$ cat src/rtl/vga_timing_gen.sv
// VGA raster timing generator: sync, display enable, coordinates and line/frame strobes (frame_cnt under VGA_FRAME_CNT_EN).
// Latency: outputs are registered one clk after the pix_en edge that advances the raster.
// Backpressure: none; pix_en=0 freezes the raster and drops the start strobes.
module vga_timing_gen #(
    parameter int H_ACTIVE = 640,
    parameter int H_FP     = 16,
    parameter int H_SYNC   = 96,
    parameter int H_BP     = 48,
    parameter int V_ACTIVE = 480,
    parameter int V_FP     = 10,
    parameter int V_SYNC   = 2,
    parameter int V_BP     = 33,
    parameter int H_POL    = 0,
    parameter int V_POL    = 0,
    parameter int CW       = 13
) (
    input  logic          clk,
    input  logic          rst,
    input  logic          pix_en,
    output logic          h_sync,
    output logic          v_sync,
    output logic          de,
    output logic [CW-1:0] x,
    output logic [CW-1:0] y,
    output logic          line_start,
    output logic          frame_start,
`ifdef VGA_FRAME_CNT_EN
    output logic [15:0]   frame_cnt,
`endif
    output logic          sync_n
);

    localparam int H_TOTAL = H_ACTIVE + H_FP + H_SYNC + H_BP;
    localparam int V_TOTAL = V_ACTIVE + V_FP + V_SYNC + V_BP;

    localparam logic [CW-1:0] H_LAST   = CW'(H_TOTAL - 1);
    localparam logic [CW-1:0] V_LAST   = CW'(V_TOTAL - 1);
    localparam logic [CW-1:0] H_ACT_C  = CW'(H_ACTIVE);
    localparam logic [CW-1:0] V_ACT_C  = CW'(V_ACTIVE);
    localparam logic [CW-1:0] HS_START = CW'(H_ACTIVE + H_FP);
    localparam logic [CW-1:0] HS_END   = CW'(H_ACTIVE + H_FP + H_SYNC - 1);
    localparam logic [CW-1:0] VS_START = CW'(V_ACTIVE + V_FP);
    localparam logic [CW-1:0] VS_END   = CW'(V_ACTIVE + V_FP + V_SYNC - 1);
    localparam logic          HP       = H_POL[0];
    localparam logic          VP       = V_POL[0];

    if (H_ACTIVE == 0 || H_FP == 0 || H_SYNC == 0 || H_BP == 0 ||
        V_ACTIVE == 0 || V_FP == 0 || V_SYNC == 0 || V_BP == 0 || CW == 0) begin : g_zero_param
        $error("vga_timing_gen: timing parameters must be non-zero");
    end
    if (H_TOTAL > 2**CW) begin : g_h_overflow
        $error("vga_timing_gen: H_TOTAL does not fit in CW bits");
    end
    if (V_TOTAL > 2**CW) begin : g_v_overflow
        $error("vga_timing_gen: V_TOTAL does not fit in CW bits");
    end

    logic          h_wrap;
    logic          v_wrap;
    logic [CW-1:0] x_nxt;
    logic [CW-1:0] y_nxt;
    logic          de_nxt;
    logic          hs_act;
    logic          vs_act;

    // Decode from the next counter values so every output lines up with x/y.
    always_comb begin
        h_wrap = (x == H_LAST);
        v_wrap = (y == V_LAST);
        x_nxt  = h_wrap ? '0 : x + CW'(1);
        y_nxt  = y;
        if (h_wrap) begin
            y_nxt = v_wrap ? '0 : y + CW'(1);
        end
        de_nxt = (x_nxt < H_ACT_C) && (y_nxt < V_ACT_C);
        hs_act = (x_nxt >= HS_START) && (x_nxt <= HS_END);
        vs_act = (y_nxt >= VS_START) && (y_nxt <= VS_END);
    end

    // Reset parks the raster on the last back-porch pixel so the first strobe lands on (0,0).
    always_ff @(posedge clk) begin
        if (rst) begin
            x           <= H_LAST;
            y           <= V_LAST;
            de          <= 1'b0;
            h_sync      <= ~HP;
            v_sync      <= ~VP;
            line_start  <= 1'b0;
            frame_start <= 1'b0;
        end else if (pix_en) begin
            x           <= x_nxt;
            y           <= y_nxt;
            de          <= de_nxt;
            h_sync      <= hs_act ? HP : ~HP;
            v_sync      <= vs_act ? VP : ~VP;
            line_start  <= h_wrap;
            frame_start <= h_wrap && v_wrap;
        end else begin
            line_start  <= 1'b0;
            frame_start <= 1'b0;
        end
    end

`ifdef VGA_FRAME_CNT_EN
    always_ff @(posedge clk) begin
        if (rst) begin
            frame_cnt <= 16'd0;
        end else if (pix_en && h_wrap && v_wrap) begin
            frame_cnt <= frame_cnt + 16'd1;
        end
    end
`endif

    assign sync_n = 1'b1;

endmodule
$ cat config.mk
export PLATFORM = sky130hd
export DESIGN_NAME = vga_timing_gen
export DESIGN_NICKNAME = d
export VERILOG_FILES = /design/src/rtl/vga_timing_gen.sv
export SDC_FILE = /design/constraint.sdc
export NUM_CORES = 1
export LEC_CHECK = 0
export CORE_MARGIN = 5
export CORE_UTILIZATION = 45
export DETAILED_ROUTE_END_ITERATION = 8
export PLACE_DENSITY = 0.69
export SYNTH_ARGS = -nofsm -noshare
export SYNTH_HDL_FRONTEND = slang
export SYNTH_SLANG_ARGS = --single-unit
$ cat constraint.sdc
create_clock -name clk -period 4.7 [get_ports clk]
set_clock_uncertainty 0.15 [all_clocks]
set_input_delay 0.47 -clock clk [delete_from_list [all_inputs] [get_ports clk]]
set_output_delay 0.47 -clock clk [all_outputs]
set_load 0.03 [all_outputs]
* Word-level counts from Yosys, hierarchy flattened *
Cells that the tools add are included.

cells by class
  add/subtract/negate cells = 2
  magnitude comparators = 6
  eq/ne operators = 2
  muxes and demuxes = 5
  bitwise operators = 1
  reductions and logical operators = 5

operator list
  cell                                                                      count
  13-bit 2-to-1 mux                                                         3
  13-bit by 1-bit adder with 13-bit output (second input constant)          2
  13-bit by 10-bit == test with 1-bit output (second input constant)        2
  13-bit by 10-bit >= comparator with 1-bit output (second input constant)  1
  13-bit by 9-bit >= comparator with 1-bit output (second input constant)   1
  13-bit by 10-bit <= comparator with 1-bit output (second input constant)  1
  13-bit by 9-bit <= comparator with 1-bit output (second input constant)   1
  13-bit by 10-bit < comparator with 1-bit output (second input constant)   1
  13-bit by 9-bit < comparator with 1-bit output (second input constant)    1
  1-bit logical AND                                                         4
  1-bit 2-to-1 mux                                                          2
  2-bit OR reduction                                                        1
  1-bit inverter                                                            1

storage, ports and cells
  bits in registers = 31
  output and inout bits = 32
  logic and storage cells = 28

* Logic depth before layout (Yosys ltp) *
Gate-level depths: netlist (run 1).

  depth in word-level cells = 6
  depth in mapped cells = 9

* Worst setup path before layout (run 1) *
Ideal clock, no wire load.

  path type = register -> register
  start = register x[0]
  end = register de
  setup time = 0.096 ns
  arrival = 2.164 ns
  data required time = 4.454 ns
  slack = 2.290 ns
  cell stages (with the launch flop) = 9
  path buffers = 2
  path through = dfxtp_1 -> ha_1 -> buf_2 -> and4_4 -> and4_1 -> buf_2 -> nand4_1 -> and3_1 -> o41ai_2

between the ends
  word-level cells in the longest chain between the ends = 4
  elaborated cells on any way between the ends = 7
  classes of those cells = 1 x add/sub; 2 x order compare; 1 x eq/ne; 2 x mux; 1 x reduce/logical

ends and longest elaborated chain
  item                                                                                                               line    text
  from (decl)                                                                                                        23      output logic [CW-1:0] x,
  from (signal assigned)                                                                                             91      x <= x_nxt;
  13-bit by 1-bit adder with 13-bit output or 13-bit by 10-bit == test with 1-bit output (tied branches)             70, 68
  13-bit 2-to-1 mux (on tied branches)                                                                               70, 72
  13-bit by 10-bit < comparator with 1-bit output or 13-bit by 9-bit < comparator with 1-bit output (tied branches)  75      de_nxt = (x_nxt < H_ACT_C) && (y_nxt < V_ACT_C);
  1-bit logical AND *                                                                                                75
  to (signal assigned)                                                                                               93      de <= de_nxt;
  to (decl)                                                                                                          22      output logic de,

Every way passes the cells marked *; elsewhere a longest branch is shown, timed or not.
A chain may end at the register's enable or synchronous reset.

* Final worst setup path (run 1) *
  start = register x[1]
  end = register v_sync

between the ends
  word-level cells in the longest chain between the ends = 5
  elaborated cells on any way between the ends = 6
  classes of those cells = 2 x order compare; 1 x eq/ne; 2 x mux; 1 x reduce/logical

ends and longest elaborated chain
  item                                                                                                                line  text
  13-bit by 10-bit == test with 1-bit output *                                                                        68    h_wrap = (x == H_LAST);
  13-bit 2-to-1 mux *                                                                                                 72    if (h_wrap) begin
  13-bit by 9-bit >= comparator with 1-bit output or 13-bit by 9-bit <= comparator with 1-bit output (tied branches)  77    vs_act = (y_nxt >= VS_START) && (y_nxt <= VS_END);
  1-bit logical AND *                                                                                                 77
  1-bit 2-to-1 mux *                                                                                                  95    v_sync <= vs_act ? VP : ~VP;
  to (signal assigned)                                                                                                87    v_sync <= ~VP;
  to (signal assigned)                                                                                                95
  to (decl)                                                                                                           21    output logic v_sync,

Marked as above.

==> results of run 1 <==
-- state kept, by name, indices dropped and copies added, names as in the netlist --
name         cells
x               13
y               13
line_start       1
frame_start      1
h_sync           1
de               1
v_sync           1
-- placed cells by master (no fill, tap or decap), types with 3 or more instances in the layout --
cell / Yosys / final
a211o_1: 4 / 4
a21oi_1: 14 / 14
a221o_1: 4 / 4
and3_1: 7 / 7
clkbuf_8: 2 / 6
clkdlybuf4s50_1: 0 / 33
dfxtp_1: 31 / 31
ha_1: 4 / 4
inv_1: 7 / 7
nand2_1: 20 / 20
nand2b_1: 5 / 5
nand3_1: 18 / 18
nand4_1: 11 / 11
nor2_1: 22 / 22
nor2b_1: 4 / 4
nor3_1: 12 / 12
nor3_4: 3 / 3
nor4_1: 7 / 7
o211ai_1: 3 / 3
o21ai_0: 14 / 14
o21bai_1: 3 / 3
or3_1: 4 / 4
xnor2_1: 8 / 8
xor2_1: 7 / 7
-- synth_stat cells, drive strengths merged, types with 2 or more instances --
master	number
xor2	7
nand2b	5
ha	4
or4	2
nor4b	2
clkbuf	11
o21bai	3
dfxtp	31
nand3	18
inv	7
buf	13
a21oi	14
a2bb2oi	2
and2	3
xnor2	8
and4	4
nor3	15
or3	6
o2111ai	2
nor2	22
o41ai	2
nand4	12
nor4	7
nand2	20
a221o	4
o31ai	2
a2111oi	2
nor2b	4
a31oi	2
a211o	4
o21ai	15
and3	7
o211ai	3
-- worst reg2reg max path, cell delays in order, from the launching register on --
cell       delay (ps)
dfxtp_1           520
ha_1              390
and4_4            290
and4_1            830
o21ai_0           260
a2bb2oi_1         330
a41oi_1           170
-- kinds of logic (layout without fill, tap and decap cells) --
logic type	Yosys count	after routing	synth area share
xor+xnor	15	15	0.0587
compound gates	63	63	0.197
simple gates	134	134	0.352
other cells	1	1	0.00168
mux	1	1	0.00503
flops	31	31	0.277
fa+ha+maj	4	4	0.0224
buf+inv	32	48	0.0855
-- per-stage QoR --
stage                     worst slack [ps]  hold WS, ps
after global routing                  1380          369
after CTS                             1680          329
after global placement                1720          313
final                                 1630          330
after floorplan                       2290          450
after detailed placement              1640          301
-- power by group through the flow --
stage / Clock [uW] / Sequential, uW / Combinational [uW]
detailed placement: 0 / 317 / 237
CTS: 221 / 311 / 237
floorplan: 0 / 324 / 179
global route: 232 / 317 / 260
global placement: 0 / 317 / 236
finish: 210 / 312 / 238
-- worst paths after layout --
kind	to	slack, ps	cells after the start
max	v_sync$_SDFFE_PP1P_	1630	6
min	de$_SDFFE_PP0P_	330	2
max reg2reg	v_sync$_SDFFE_PP1P_	1630	6
min reg2reg	de$_SDFFE_PP0P_	330	2
-- layout make-up --
type	count	area share
tap	67	0.0325
multi-input combinational	218	0.552
sequential	31	0.240
clock buffer	6	0.0320
inverter	7	0.0102
timing repair buffer	34	0.131
clock inverter	1	0.00194
-- per-layer routing --
metal | share of wire | track usage
met1 | 0.50 | 0.271
met2 | 0.44 | 0.275
met3 | 0.054 | 0.0437
met4 | 0.0059 | 0.0642
met5 | 0 | 0
==> results.py, run 1 <==
metrics = {
    "clock_tree": {
        "clk_pin_slew_ps": 60,
        "clockBufferDepth": 2,
        "cts_sinks": 31,
        "clock-root-buffer": "clkbuf_8",
        "cts-resized-gates": 0,
        "clk_latency_ps": 280,
        "cts_setup_buffers": 0,
        "cts_tree": "built",
        "htreeDepth": 2,
        "cts-buffers-inserted": 5,
        "postCtsHoldBufs": 0,
    },
    "critical_path": {
        "crit_fanout": 29,
        "cp.required_ps": 4690,
        "crit_family": "simple AND/OR/NAND/NOR gates",
        "crit_chain": "ha_1 -> and4_4 -> and4_1 -> o21ai_0 -> a2bb2oi_1 -> a41oi_1",
        "cp_slowest_cell": "and4_1",
        "startpoint_type": "flop",
        "r2r_start": "x[1]$_SDFFE_PP1P_",
        "critPathLaunch": "x[1]$_SDFFE_PP1P_",
        "max_stage_delay_ps": 830,
        "path_buf_inv": 0,
        "end_kind": "flop",
        "worstSetupPathType": "reg -> reg",
        "crit_arrival_ps": 3060,
    },
    "finish": {
        "drive_above_1_share": 0.0808,
        "final_util": 0.540,
        "area_growth_pct": 15.4,
        "final_nets": 304,
        "diodes": 0,
        "fin_area_sq_um": 2580,
        "filler_cell_count": 467,
        "final_cells": 364,
        "multi_input_area_sq_um": 1430,
        "ff_latch_area_sq_um": 621,
    },
    "die": {
        "ios": 35,
        "fp.coreArea_sq_um": 4790,
        "initial_core_util": 0.468,
        "die_y_microns": 80.5,
        "die_area_sq_um": 6490,
        "rows": 25,
        "die_x_microns": 80.5,
    },
    "synth": {
        "ys_seq_area_frac": 0.277,
        "yosysWarnings": 0,
        "avgSynthCellArea_sq_um": 7.97,
        "async_flop_share": 0,
        "syn-instance-count": 281,
        "yosys.area.top_type": "dfxtp_1",
        "ys_ff_latch": 31,
        "ys.flop_type": "dfxtp_1",
        "syn_area_sq_um": 2240,
        "synth_nets": 288,
        "synth_edf_count": 0,
        "synth_area_leaders": "dfxtp_1 (28%), nand3_1 (4.0%), nor2_1 (3.7%)",
        "yosys.area.top_type_share": 0.277,
        "netlist-cell-type-count": 65,
    },
    "sta": {
        "hold_violations": 0,
        "fin_crit_sh": 0.654,
        "slew_headroom": 0.363,
        "worst_pin_slew_ps": 955,
        "maxSlewViolCount": 0,
        "tns_ps": 0,
        "grt_setup_unrepaired": "no",
        "fin_crit_ps": 3070,
        "max_freq_ghz": 0.325,
        "setup_viol": 0,
    },
    "global_routing": {
        "grt_pass1_wl_microns": 9750,
        "grt_max_degree": 31,
        "overflow": 0,
        "grt_pass1_vias": 2021,
        "antenna_found_initial": 0,
        "groute.usage.overall": 0.189,
    },
    "power_and_ir_drop": {
        "pwr-share-clk": 0.276,
        "internal_power_uw": 484,
        "p_seq_frac": 0.411,
        "vdd_drop_max_v": 0.000145,
        "leakagePower_uw": 0.000879,
        "netSwitchingPower_uw": 276,
        "p_comb_frac": 0.313,
        "switching_share": 0.363,
        "p_per_area_nw_per_um2": 294,
        "power_uw": 760,
    },
    "detailed_routing": {
        "detail_route.iter0.violations": 233,
        "vias": 2183,
        "drc": 0,
        "post_drt_wl_per_cell_microns": 15.7,
        "ant_nets": 0,
        "viasPerCell": 6.00,
        "drt_wl_total_microns": 5720,
        "dr.pass1.iters": 4,
    },
    "min_path": {
        "hold_class": "reg -> reg",
        "hold_start": "de$_SDFFE_PP0P_",
    },
    "outcome": {
        "status": "finished clean",
    },
    "flow_run": {
        "drv_cap": 0,
    },
    "placed_design": {
        "place_area_sq_um": 2490,
        "port_buffers": 33,
        "place_inst": 357,
        "gp_congestion": 0.904,
        "place_hpwl_microns": 3920,
    },
}
Power figures use the tool's default switching activity.
==> run 2: changes to the inputs <==
- clock period: 4.7 -> 3 ns (I/O delays scaled with it)
==> results.py, run 2 (synthesized netlist as in run 1, its figures left out) <==
metrics = {
    "outcome": {
        "status": "finished clean",
    },
    "placed_design": {
        "gp_congestion": 0.872,
        "port_buffers": 33,
        "place_hpwl_microns": 4020,
        "place_area_sq_um": 2550,
    },
    "finish": {
        "area_growth_pct": 19.4,
        "final_nets": 312,
        "drive_above_1_share": 0.108,
        "filler_cell_count": 433,
        "diodes": 0,
        "reg_top3": "x x13, y x13",
        "most-common-layout-cells": "clkdlybuf4s50_1 (33), dfxtp_1 (31), nor2_1 (22)",
        "fin_area_sq_um": 2670,
        "final_common_cell": "clkdlybuf4s50_1",
    },
    "sta": {
        "max_freq_ghz": 0.392,
        "fin_crit_sh": 0.851,
        "hold_violations": 0,
        "worst_pin_slew_ps": 554,
        "tns_ps": 0,
        "fin_crit_ps": 2550,
        "slew_headroom": 0.631,
        "grt_setup_unrepaired": "no",
        "setup_viol": 0,
        "maxSlewViolCount": 0,
    },
    "critical_path": {
        "max_stage_delay_ps": 460,
        "startpoint_type": "flop",
        "cp.required_ps": 3040,
        "end_kind": "flop",
        "cp_slowest_cell": "dfxtp_1",
        "crit_chain": "ha_1 -> and4_4 -> and4_1 -> buf_4 -> nand4_1 -> and3_1 -> o41ai_2",
        "crit_fanout": 10,
        "crit_arrival_ps": 2590,
        "crit_family": "simple AND/OR/NAND/NOR gates",
        "path_buf_inv": 1,
        "worstSetupPathType": "reg -> reg",
    },
    "power_and_ir_drop": {
        "p_per_area_nw_per_um2": 491,
        "vdd_drop_max_v": 0.000252,
        "power_uw": 1310,
        "leakagePower_uw": 0.000931,
    },
    "global_routing": {
        "groute.usage.overall": 0.194,
        "grt_pass1_wl_microns": 9940,
        "antenna_found_initial": 0,
        "grt_max_degree": 30,
        "overflow": 0,
        "grt_pass1_vias": 2015,
    },
    "clock_tree": {
        "cts_tree": "built",
        "htreeDepth": 2,
        "clockBufferDepth": 2,
        "cts-buffers-inserted": 5,
        "postCtsHoldBufs": 0,
        "clk_pin_slew_ps": 70,
        "cts_setup_buffers": 0,
        "clock-root-buffer": "clkbuf_8",
        "clk_latency_ps": 280,
        "cts_sinks": 31,
        "cts-resized-gates": 0,
    },
    "die": {
        "rows": 25,
        "die_area_sq_um": 6490,
        "die_y_microns": 80.5,
        "ios": 35,
        "fp.coreArea_sq_um": 4790,
        "die_x_microns": 80.5,
        "initial_core_util": 0.468,
    },
    "detailed_routing": {
        "ant_nets": 0,
        "drt_wl_total_microns": 5750,
        "viasPerCell": 5.99,
        "post_drt_wl_per_cell_microns": 15.4,
        "drc": 0,
        "vias": 2236,
        "dr.pass1.iters": 4,
        "detail_route.iter0.violations": 178,
    },
    "flow_run": {
        "drv_cap": 0,
    },
    "min_path": {
        "hold_class": "reg -> reg",
    },
}
==> run 2: cell count changes in the layout (fill, tap and decap cells not counted), sizes merged <==
cell / previous run / this run
buf: 1 / 9
bufinv: 0 / 1
==> run 2: stage by stage <==
stage / std cells / hold WS, ps / util / setup WS (ps)
final: 373 / 325 / 0.558 / 447
after global routing: 373 / 359 / 0.558 / 295
after CTS: 373 / 329 / 0.558 / 460
after detailed placement: 365 / 298 / 0.534 / 466
after global placement: 365 / 307 / 0.534 / 556
after floorplan: 281 / 369 / - / 590
==> run 2: path summary, 6_finish.rpt <==
kind | start | end | slack, ps | depth (start not counted)
worst min register to register | de$_SDFFE_PP0P_ | de$_SDFFE_PP0P_ | 320 | 2
worst max-delay path | x[0]$_SDFFE_PP1P_ | de$_SDFFE_PP0P_ | 450 | 7
worst max register to register | x[0]$_SDFFE_PP1P_ | de$_SDFFE_PP0P_ | 450 | 7
worst min-delay path | de$_SDFFE_PP0P_ | de$_SDFFE_PP0P_ | 320 | 2
==> run 2: worst min-delay path: stages (launching register included) <==
cell and delay (ps):
dfxtp_1 340, nand2_1 70, o41ai_2 40
==> run 2: cell type report <==
| cell class | count | area [sq um] | share of cell area |
|---|---|---|---|
| Clock buffer | 6 | 82.6 | 0.0309 |
| Clock inverter | 2 | 35.0 | 0.0131 |
| Inverter | 7 | 26.3 | 0.00983 |
| Multi-Input combinational cell | 218 | 1430 | 0.534 |
| Sequential cell | 31 | 621 | 0.232 |
| Tap cell | 67 | 83.8 | 0.0314 |
| Timing Repair Buffer | 42 | 398 | 0.149 |
==> run 2: layer usage <==
metal	vias up	wire [microns]	track usage
li1	1088	-	-
met1	1037	2860	0.296
met2	104	2420	0.264
met3	7	425	0.0448
met4	0	49	0.0608
met5	-	0	0
==> run 2: power by group <==
part           total, uW  internal, uW  switching, uW
clock                427           269            159
sequential           469           435           34.7
combinational        416           165            251
